--- config.mk ---
export PLATFORM = sky130hd
export DESIGN_NAME = rc5_block_encrypt
export DESIGN_NICKNAME = d
export VERILOG_FILES = /design/src/rtl/rc5_block_encrypt_pkg.sv /design/src/rtl/rc5_rotl.sv /design/src/rtl/rc5_block_encrypt.sv
export SDC_FILE = /design/constraint.sdc
export NUM_CORES = 1
export LEC_CHECK = 0
export CAP_MARGIN = 20
export CORE_AREA = 2 2 145 147
export DETAILED_ROUTE_END_ITERATION = 12
export DIE_AREA = 0 0 147 149
export PLACE_DENSITY = 0.81
export SYNTH_ARGS = -nofsm -noshare
export SYNTH_HDL_FRONTEND = slang
export SYNTH_HIERARCHICAL = 1
export SYNTH_SLANG_ARGS = --single-unit
--- constraint.sdc ---
create_clock -name clk -period 9.5 [get_ports clk]
set_input_delay 1.425 -clock clk [delete_from_list [all_inputs] [get_ports clk]]
set_output_delay 1.425 -clock clk [all_outputs]
set_load 0.05 [all_outputs]
--- src/rtl/rc5_block_encrypt_pkg.sv ---
// Shared definitions for the RC5 block encryptor: default geometry and FSM encoding.
// The geometry follows the key mixer's S table.
package rc5_block_encrypt_pkg;

  localparam int W_DEF        = 32;
  localparam int T_DEF        = 26;
  localparam int R_DEF        = T_DEF / 2 - 1;
  localparam int T_LENGTH_DEF = $clog2(T_DEF);
  localparam int ROTVALUE_DEF = $clog2(W_DEF);

  typedef enum logic [1:0] {
    IDLE   = 2'd0,
    WAIT_S = 2'd1,
    UPDATE = 2'd2,
    DONE   = 2'd3
  } state_t;

endpackage

--- src/rtl/rc5_rotl.sv ---
// Combinational W-bit rotate-left, built as a log2(W)-stage barrel.
// Stage i rotates by 2^i when amount[i] is set.
module rc5_rotl
  import rc5_block_encrypt_pkg::*;
#(
  parameter int W        = W_DEF,
  parameter int ROTVALUE = $clog2(W)
) (
  input  logic [W-1:0]        data,
  input  logic [ROTVALUE-1:0] amount,
  output logic [W-1:0]        result
);

  logic [W-1:0] stage_s [ROTVALUE+1];

  assign stage_s[0] = data;

  for (genvar i = 0; i < ROTVALUE; i++) begin : g_stage
    localparam int SH = 1 << i;
    assign stage_s[i+1] = amount[i] ? {stage_s[i][W-1-SH:0], stage_s[i][W-1:W-SH]}
                                    : stage_s[i];
  end

  assign result = stage_s[ROTVALUE];

endmodule

--- src/rtl/rc5_block_encrypt.sv ---
// RC5-W/R block encryptor reading the expanded S table over a synchronous read port.
// Each half-round takes two cycles: present the address (WAIT_S), then combine the data (UPDATE).
module rc5_block_encrypt
  import rc5_block_encrypt_pkg::*;
#(
  parameter int W        = W_DEF,
  parameter int T        = T_DEF,
  parameter int T_LENGTH = $clog2(T),
  parameter int ROTVALUE = $clog2(W)
) (
  input  logic                clk,
  input  logic                rst,
  input  logic                iStart,
  input  logic                iKeyReady,
  input  logic [2*W-1:0]      iPlain,
  output logic [T_LENGTH-1:0] oS_address,
  input  logic [W-1:0]        iS_sub_i,
  output logic [2*W-1:0]      oCipher,
  output logic                oBusy,
  output logic                oDone
);

  state_t              state_r;
  state_t              state_next_s;
  logic [W-1:0]        a_r;
  logic [W-1:0]        b_r;
  logic [W-1:0]        a_next_s;
  logic [W-1:0]        b_next_s;
  logic [T_LENGTH-1:0] k_r;
  logic [T_LENGTH-1:0] k_next_s;
  logic [T_LENGTH-1:0] addr_next_s;
  logic [2*W-1:0]      cipher_next_s;
  logic                busy_next_s;
  logic                done_next_s;

  logic                accept_s;
  logic                k_odd_s;
  logic                k_low_s;
  logic                k_last_s;
  logic [W-1:0]        rot_in_s;
  logic [ROTVALUE-1:0] rot_amt_s;
  logic [W-1:0]        rot_out_s;
  logic [W-1:0]        addend_s;
  logic [W-1:0]        sum_s;
  logic [W-1:0]        a_new_s;
  logic [W-1:0]        b_new_s;

  assign accept_s = iStart & iKeyReady & ((state_r == IDLE) | (state_r == DONE));
  assign k_odd_s  = k_r[0];
  assign k_low_s  = (k_r < T_LENGTH'(2));
  assign k_last_s = (k_r == T_LENGTH'(T - 1));

  // A^B and B^A are identical; only the rotate amount differs between even and odd steps.
  assign rot_in_s  = a_r ^ b_r;
  assign rot_amt_s = k_odd_s ? a_r[ROTVALUE-1:0] : b_r[ROTVALUE-1:0];

  rc5_rotl #(
    .W        (W),
    .ROTVALUE (ROTVALUE)
  ) u_rotl (
    .data   (rot_in_s),
    .amount (rot_amt_s),
    .result (rot_out_s)
  );

  // The first two half-rounds are plain whitening adds with no rotation.
  assign addend_s = k_low_s ? (k_odd_s ? b_r : a_r) : rot_out_s;
  assign sum_s    = addend_s + iS_sub_i;
  assign a_new_s  = k_odd_s ? a_r : sum_s;
  assign b_new_s  = k_odd_s ? sum_s : b_r;

  // Next-state and next-register computation for the encryption sequencer.
  always_comb begin
    state_next_s  = state_r;
    a_next_s      = a_r;
    b_next_s      = b_r;
    k_next_s      = k_r;
    addr_next_s   = oS_address;
    cipher_next_s = oCipher;
    busy_next_s   = oBusy;
    done_next_s   = oDone;
    case (state_r)
      IDLE, DONE: begin
        if (accept_s) begin
          state_next_s = WAIT_S;
          a_next_s     = iPlain[W-1:0];
          b_next_s     = iPlain[2*W-1:W];
          k_next_s     = {T_LENGTH{1'b0}};
          addr_next_s  = {T_LENGTH{1'b0}};
          busy_next_s  = 1'b1;
          done_next_s  = 1'b0;
        end else begin
          state_next_s = state_r;
        end
      end
      WAIT_S: begin
        state_next_s = UPDATE;
      end
      UPDATE: begin
        a_next_s = a_new_s;
        b_next_s = b_new_s;
        if (k_last_s) begin
          state_next_s  = DONE;
          cipher_next_s = {b_new_s, a_new_s};
          done_next_s   = 1'b1;
          busy_next_s   = 1'b0;
        end else begin
          state_next_s = WAIT_S;
          k_next_s     = k_r + T_LENGTH'(1);
          addr_next_s  = k_r + T_LENGTH'(1);
        end
      end
      default: begin
        state_next_s = IDLE;
        busy_next_s  = 1'b0;
        done_next_s  = 1'b0;
      end
    endcase
  end

  // State, datapath and output registers.
  always_ff @(posedge clk or posedge rst) begin
    if (rst) begin
      state_r    <= IDLE;
      a_r        <= {W{1'b0}};
      b_r        <= {W{1'b0}};
      k_r        <= {T_LENGTH{1'b0}};
      oS_address <= {T_LENGTH{1'b0}};
      oCipher    <= {(2*W){1'b0}};
      oBusy      <= 1'b0;
      oDone      <= 1'b0;
    end else begin
      state_r    <= state_next_s;
      a_r        <= a_next_s;
      b_r        <= b_next_s;
      k_r        <= k_next_s;
      oS_address <= addr_next_s;
      oCipher    <= cipher_next_s;
      oBusy      <= busy_next_s;
      oDone      <= done_next_s;
    end
  end

endmodule

# ---- Yosys cells after proc, flatten, opt, wreduce, memory -nomap -nowiden
# Index checks and enable logic that the tools add are counted.
dict set report word_totals {
  out_inout_bits 71
  input_bits 100
  word_cells 54
  reg_bits 137
}
dict set report op_classes {
  n_bitwise 4
  n_reduce_logical 7
  add_sub_neg 2
  eq_ne 7
  magnitude_cmp 1
  muxes 26
}
# operator n
set op_table {}
lappend op_table {{$mux W32} 11}
lappend op_table {{$pmux W32 S2} 2}
lappend op_table {{$add A32 B32 Y32} 1}
lappend op_table {{$xor A32 B32 Y32} 1}
lappend op_table {{$mux W5} 3}
lappend op_table {{$pmux W5 S2} 1}
lappend op_table {{$ne A2 B2 Y1 const B} 3}
lappend op_table {{$pmux W2 S3} 1}
lappend op_table {{$reduce_and A3 Y1} 2}
lappend op_table {{$add A5 B1 Y5 const B} 1}
lappend op_table {{$eq A5 B5 Y1 const B} 1}
lappend op_table {{$lt A5 B2 Y1 const B} 1}
lappend op_table {{$eq A2 B2 Y1 const B} 2}
lappend op_table {{$mux W1} 4}
lappend op_table {{$mux W2} 2}
lappend op_table {{$pmux W1 S2} 2}
lappend op_table {{$reduce_and A2 Y1} 2}
lappend op_table {{$and A1 B1 Y1} 2}
lappend op_table {{$eq A2 B1 Y1 const B} 1}
lappend op_table {{$logic_not A2 Y1} 1}
lappend op_table {{$reduce_bool A2 Y1} 1}
lappend op_table {{$reduce_or A2 Y1} 1}
lappend op_table {{$or A1 B1 Y1} 1}

# ---- Logic depth before layout (Yosys ltp)
# Gate-level depths: netlist (run 1).
dict set report logic_depth {
  ltp_word 10
  depth_mapped 22
  depth_no_buf 17
}

# ---- Modules after synthesis
# Netlist (run 1), hierarchy kept.
# mod instances area_each_um2 seq_area_each_um2 cells_each
set by_module_without_submodules {}
lappend by_module_without_submodules {rc5_block_encrypt 1 9110.0 3428.3 1033}
lappend by_module_without_submodules {rc5_rotl 1 1948.1 0.0 116}

# ---- Worst setup path after synthesis (run 1)
# Ideal clock, no wire load.
dict set report synth_timing {
  path_type {register -> register}
  start {reg k_r[0]}
  end {reg oCipher[31]}
  path_buffers 6
  t_arrival_ps 5276
  period_less_slack_ps 5394
  setup_time_ps 118
  stages_incl_launch_ff 22
  t_required_ps 9382
  slack_ps 4106
  cell_sequence {dfrtp_1 clkbuf_1 clkbuf_1 mux2_2 buf_6 buf_6 buf_2 mux4_2 mux4_1 mux2_2 nor2_1 a21oi_1 ha_1 clkbuf_8 a21oi_2 o21ai_2 a211o_1 a2111o_1 o221ai_2 xnor2_2 a21oi_1 a21o_1}
}
dict set report synth_via {
  word_cells_on_any_way 13
  cone_classes {1 x add/sub; 1 x order compare; 1 x eq/ne; 9 x mux; 1 x reduce/logical}
}
# item line
set synth_lines {}
lappend synth_lines {{start, declared} rc5_block_encrypt.sv:29} ;# logic [T_LENGTH-1:0] k_r;
lappend synth_lines {{start signal, assigned} rc5_block_encrypt.sv:127} ;# k_r <= {T_LENGTH{1'b0}};
lappend synth_lines {{start signal, assigned} rc5_block_encrypt.sv:136} ;# k_r <= k_next_s;
lappend synth_lines {{$mux W5} rc5_block_encrypt.sv:55} ;# assign rot_amt_s = k_odd_s ? a_r[ROTVALUE-1:0] : b_r[ROTVALUE-1:0];
lappend synth_lines {{net rot_amt_s[3]} rc5_block_encrypt.sv:41} ;# logic [ROTVALUE-1:0] rot_amt_s;
lappend synth_lines {{$mux W32 (2 in series)} rc5_rotl.sv:20} ;# assign stage_s[i+1] = amount[i] ? {stage_s[i][W-1-SH:0], stage_s[i][W-1:W-SH]}
lappend synth_lines {{net rot_out_s[24]} rc5_block_encrypt.sv:42} ;# logic [W-1:0] rot_out_s;
lappend synth_lines {{$mux W32} rc5_block_encrypt.sv:67} ;# assign addend_s = k_low_s ? (k_odd_s ? b_r : a_r) : rot_out_s;
lappend synth_lines {{$add A32 B32 Y32} rc5_block_encrypt.sv:68} ;# assign sum_s = addend_s + iS_sub_i;
lappend synth_lines {{$mux W32} rc5_block_encrypt.sv:69} ;# assign a_new_s = k_odd_s ? a_r : sum_s;
lappend synth_lines {{end signal, assigned} rc5_block_encrypt.sv:129} ;# oCipher <= {(2*W){1'b0}};
lappend synth_lines {{end signal, assigned} rc5_block_encrypt.sv:138} ;# oCipher <= cipher_next_s;
lappend synth_lines {{end, declared} rc5_block_encrypt.sv:18} ;# output logic [2*W-1:0] oCipher,
# The timed path passes the listed nets, and every way through them passes these cells.
# A chain may end at the register's enable or synchronous reset.

# ---- Worst setup path in the final report (run 1)
dict set report layout_timing {
  start {reg k_r[0]}
  end {reg oCipher[59]}
}
dict set report layout_via {
  word_cells_on_any_way 13
  cone_classes {1 x add/sub; 1 x order compare; 1 x eq/ne; 9 x mux; 1 x reduce/logical}
}
# item line
set layout_lines {}
lappend layout_lines {{$mux W5} rc5_block_encrypt.sv:55}
lappend layout_lines {{net rot_amt_s[1]} rc5_block_encrypt.sv:41}
lappend layout_lines {{$mux W32 (4 in series)} rc5_rotl.sv:20}
lappend layout_lines {{net rot_out_s[8]} rc5_block_encrypt.sv:42}
lappend layout_lines {{$mux W32} rc5_block_encrypt.sv:67}
lappend layout_lines {{$add A32 B32 Y32} rc5_block_encrypt.sv:68}
lappend layout_lines {{$mux W32} rc5_block_encrypt.sv:70} ;# assign b_new_s = k_odd_s ? sum_s : b_r;
# The timed path passes the listed nets, and every way through them passes these cells.

==> results of run 1 <==
[layout make-up]
cell class	count	area [sq um]	share of cell area [%]
multi-input combinational	908	7170	53.5
sequential	137	3430	25.6
timing repair buffer	181	1820	13.6
clock buffer	19	443	3.30
tap	275	344	2.57
clock inverter	13	120	0.896
inverter	19	76.3	0.569
[logic make-up (layout without fill, tap and decap cells)]
kind of cell,Yosys count,in the layout,synth area share (%)
AOI/OAI and AO/OA,389,389,22.0
and+or+nand+nor,270,270,11.9
xor gates and xnor gates,60,60,4.82
buffers and inverters,104,232,4.46
muxes,151,151,21.5
adders and majority gates,38,38,4.37
DFF,137,137,31.0
[state kept, by name, indices dropped and copies added, names as in the netlist]
signal	cells
oCipher	64
a_r	32
b_r	32
k_r	5
state_r	2
oBusy	1
oDone	1
[tightest hold or removal path: cells and delay by family, from the launching register on]
| kind | cells | cell delay (ns) |
|---|---|---|
| flops | 1 | 0.35 |
| simple gates | 1 | 0.04 |
| compound gates | 1 | 0.06 |
[routing by layer]
metal | vias to the layer above | track usage (%)
li1 | 4572 | -
met1 | 5067 | 48.2
met2 | 746 | 51.0
met3 | 82 | 9.39
met4 | 0 | 8.46
met5 | - | 0
[synthesized netlist by cell type (23+ instances only)]
master / n
clkbuf_1: 57
mux2i_1: 48
mux4_2: 61
and3_1: 23
dfrtp_1: 137
nor2_1: 88
a21oi_1: 115
xor2_1: 41
nand2_1: 78
mux2_2: 38
ha_1: 37
a22oi_1: 46
o21ai_0: 137
[worst min path at each step]
stage,from,end,depth (start not counted)
after floorplan,state_r[1],state_r[1],2
after global placement,oCipher[38],oCipher[38],2
after global routing,oCipher[32],oCipher[32],2
final,oCipher[6],oCipher[6],2
after detailed placement,oCipher[2],oCipher[2],2
after CTS,oCipher[2],oCipher[2],2
[through the flow]
| stage | setup slack (ns) | instance area (sq um) |
|---|---|---|
| floorplan | 4.11 | 11100 |
| CTS | 3.47 | 13400 |
| finish | 3.42 | 13400 |
| global placement | 3.45 | 12800 |
| global route | 3.07 | 13400 |
| detailed placement | 3.51 | 12800 |
==> impl_metrics.toml, run 1 <==
[status]
status = "completed"

[cells_and_area]
layout.cells.non_filler = 1552
layout_common_cells = "170 x clkdlybuf4s50_1, 137 x o21ai_0, 136 x dfrtp_1, 115 x a21oi_1, 87 x nor2_1"
antenna_cells = 0
area_growth_pct = 21.2
fillers = 1671
drive_gt1_share_pct = 13.5
fin_util_pct = 65.2
nets = 1402
layout_commonest_cell = "clkdlybuf4s50_1"

[critical_path]
endpoint = "oCipher[59]"
startpoint_type = "flip-flop"
timing.critical_path.cells = "mux2_2 -> mux4_2 -> mux4_1 -> mux2_2 -> nor2_1 -> a21oi_1 -> ha_1 -> a21oi_1 -> o21ai_0 -> a21oi_1 -> a2111oi_4 -> o21a_1 -> nor2_1 -> xor2_1 -> a311oi_2"
cpMostUsedCell = "a21oi_1"
required_ns = 9.76
cp-end-kind = "flip-flop"
crit_buf_inv = 0
critPathTopFamily = "multiplexers"
startpoint = "k_r[0]"
path_max_fanout = 38
crit_arrival_ns = 6.35
cp_slowest_cell = "mux2_2"
r2r_cells = 15
slowest_delay_ns = 0.91
path_class = "reg -> reg"
reg2reg_to = "oCipher[59]"
r2r-start = "k_r[0]"
rrSetupSlack_ns = 3.42
critical_path_depth = 15

[route]
wl_met1_um = 14900
wl_um = 36900
wl_met2_um = 16500
via_per_inst = 6.74
top_layer = "met4"
vias = 10500
wl_per_cell_um = 23.8
wl_met3_um = 4570
antenna_left = 0
firstDrtPassIters = 6
drc = 0
drt_iter0_markers = 1219

[grt]
grt_max_degree = 79
antenna_found_initial = 0
grt_pass1_vias = 9851
overflow = 0
grt_pass1_wl_um = 56800
grt_usage_pct = 33.6

[sta]
finalSetupViolCount = 0
hold_viol = 0
finalCritPeriodShare_pct = 64.0
slew_headroom_pct = 25.1
worst_hold_slack_ns = 0.480
max_freq_mhz = 164
clock_skew_ns = 0.0167
period_minus_slack_ns = 6.08
maxSlewViolCount = 0
finalSetupTns_ns = 0
worstMarginPinSlew_ns = 1.12
rsz0062_at_grt = "no"

[clock_network]
path_clk_slew_ns = 0.07
ctsResizeCount = 0
clk_latency_ns = 0.44
clock_sinks = 137
clock_path_buffers = 2
cts_root_buf = "clkbuf_16"
htree_levels = 4
cts_tree = "built"
post-cts-setup-buffers = 0
cts_made_buffers = 17
holdBufCountCts = 0

[synthesis]
synth_fp_nets = 1287
netlist_area_sq_um = 11100
synthDistinctLibCells = 89
ys_seq_area_share_pct = 31.0
synth_edf_count = 0
synth_area_leaders = "dfrtp_1 31%, mux4_2 12%, o21ai_0 6.2%, a21oi_1 5.2%, mux2i_1 4.3%"
yosysTopAreaCell = "dfrtp_1"
synth_flop_cell = "dfrtp_1"
ys_ff_latch = 137
ys_warn_count = 6
synth_top_area_share_pct = 31.0
synthCells = 1149
synthArstFlopShare_pct = 100
syn_avg_cell_area_sq_um = 9.62

[die]
fp.dieArea_sq_um = 21900
boundaryPins = 171
die_h_um = 149
core.rowCount = 53
start_util_pct = 53.8
fp.coreArea_sq_um = 20600
dieWidth_um = 147

[place]
dp.cells = 1519
place.port_buffers = 170
dp_hpwl_um = 27000
gp_congestion = 1.00

[run]
cap_violations = 0

[hold_path]
worstHoldPathType = "reg -> reg"
Power of run 1 is left out: the tool's default activity adds up to more than one toggle a clock period on the data nets, which glitch-free logic cannot reach.
==> inputs of run 2 (changes only) <==
clock period = 5.8 ns   (was 9.5 ns; I/O delays follow)
==> run 2 against run 1 <==
Compared with the run above:
- critical path depth rose by 3
- utilization increased by 0.51 points
- count of clock-buffer cells in the layout down 2
- non-clock buffer count is 11 higher
- largest cell class unchanged
- highest routed layer unchanged
==> impl_metrics.toml, run 2 (same netlist as run 1, synthesis figures left out) <==
[status]
status = "completed"

[critical_path]
path_max_fanout = 22
crit_arrival_ns = 5.70
crit_buf_inv = 3
r2r-start = "k_r[0]"
timing.critical_path.cells = "buf_4 -> mux2_2 -> buf_4 -> mux4_2 -> mux2_2 -> nor2_1 -> a21oi_1 -> ha_1 -> inv_1 -> fa_1 -> nor2b_2 -> o211ai_2 -> a311oi_1 -> o21a_2 -> a21o_4 -> a21oi_2 -> xnor2_1 -> a311oi_1"
r2r_cells = 18
reg2reg_to = "oCipher[56]"
cp-end-kind = "flip-flop"
rrSetupSlack_ns = 0.36
slowest_delay_ns = 0.73
critPathTopFamily = "compound AO/OA/AOI/OAI gates"
cp_slowest_cell = "mux2_2"
path_class = "reg -> reg"
startpoint_type = "flip-flop"
required_ns = 6.06

[clock_network]
ctsResizeCount = 0
clock_sinks = 137
holdBufCountCts = 0
clock_path_buffers = 2
cts_root_buf = "clkbuf_16"
post-cts-setup-buffers = 0
cts_tree = "built"
htree_levels = 4
path_clk_slew_ns = 0.07
clk_latency_ns = 0.44
cts_made_buffers = 17

[sta]
period_minus_slack_ns = 5.44
slew_headroom_pct = 19.5
rsz0062_at_grt = "no"
finalSetupViolCount = 0
finalCritPeriodShare_pct = 93.7
hold_viol = 0
worstMarginPinSlew_ns = 1.21
max_freq_mhz = 184
maxSlewViolCount = 0
clock_skew_ns = 0.0161
finalSetupTns_ns = 0

[route]
wl_per_cell_um = 24.8
antenna_left = 0
drc = 0
via_per_inst = 6.76
firstDrtPassIters = 5
drt_iter0_markers = 1177
wl_um = 38700
vias = 10600

[hold_path]
hp-start = "oCipher[40]"
worstHoldPathType = "reg -> reg"
hold-path-endpoint = "oCipher[40]"
hold_depth = 2

[cells_and_area]
fin_util_pct = 65.7
layout_common_cells = "170 x clkdlybuf4s50_1, 137 x o21ai_0, 136 x dfrtp_1, 115 x a21oi_1, 87 x nor2_1"
nets = 1413
largest_register_ffs = 64
antenna_cells = 0
layout_commonest_cell = "clkdlybuf4s50_1"
area_growth_pct = 22.1
fillers = 1657
multi_input_area_sq_um = 7170
reg_top3 = "oCipher (64), a_r (32), b_r (32)"
largest-register = "oCipher"
drive_gt1_share_pct = 14.4
ff_latch_area_sq_um = 3430

[grt]
grt_use_met2_pct = 53.9
grt_pass1_vias = 9999
antenna_found_initial = 0
use_met3_pct = 7.37
grt_usage_pct = 35.2
grt_max_degree = 83
grt_pass1_wl_um = 59000
overflow = 0
busiest_layer = "met2"
met1_usage_pct = 50.7

[place]
dp_hpwl_um = 28400
place.port_buffers = 170
gp_congestion = 1.03

[die]
fp.dieArea_sq_um = 21900
start_util_pct = 53.8
core.rowCount = 53
die_h_um = 149
fp.coreArea_sq_um = 20600
dieWidth_um = 147
boundaryPins = 171

[run]
cap_violations = 0
==> run 2: how the worst max path moves through the flow <==
stage | startpoint | endpoint | slack, ns | cells past startpoint
floorplan | k_r[0] | oCipher[63] | 0.41 | 21
detailed placement | k_r[0] | oCipher[56] | 0.50 | 18
global placement | k_r[0] | oCipher[56] | 0.48 | 18
global route | k_r[0] | oCipher[56] | 0.12 | 18
CTS | k_r[0] | oCipher[56] | 0.47 | 18
finish | k_r[0] | oCipher[56] | 0.36 | 18
==> run 2: through the flow <==
step                std cells  setup WS, ns  hold slack, ns  cell area, sq um
floorplan                1149         0.406           0.493             11100
global placement         1530         0.480           0.462             12900
detailed placement       1530         0.496           0.471             12900
CTS                      1562         0.474           0.485             13500
global route             1563         0.120           0.498             13500
finish                   1563         0.364           0.479             13500
==> run 2: area by class of cell <==
class	count	share of cell area, %
Multi-Input combinational cell	908	53.1
Tap cell	275	2.55
Clock inverter	15	1.18
Clock buffer	17	3.15
Sequential cell	137	25.4
Timing Repair Buffer	192	14.1
Inverter	19	0.565
==> run 2: metal layers <==
metal	routed length (um)	part of all wire [%]	vias to the layer above
met5	0	0	-
li1	-	-	4590
met1	15600	40	5147
met2	17200	44	712
met4	1310	3.4	0
met3	4560	12	111
==> run 2: tightest hold or removal path: stages (launching register included) <==
cell and delay [ns]:
dfrtp_1 0.34, nand2_1 0.05, o21ai_0 0.06
Power of run 2 is left out for the same reason.
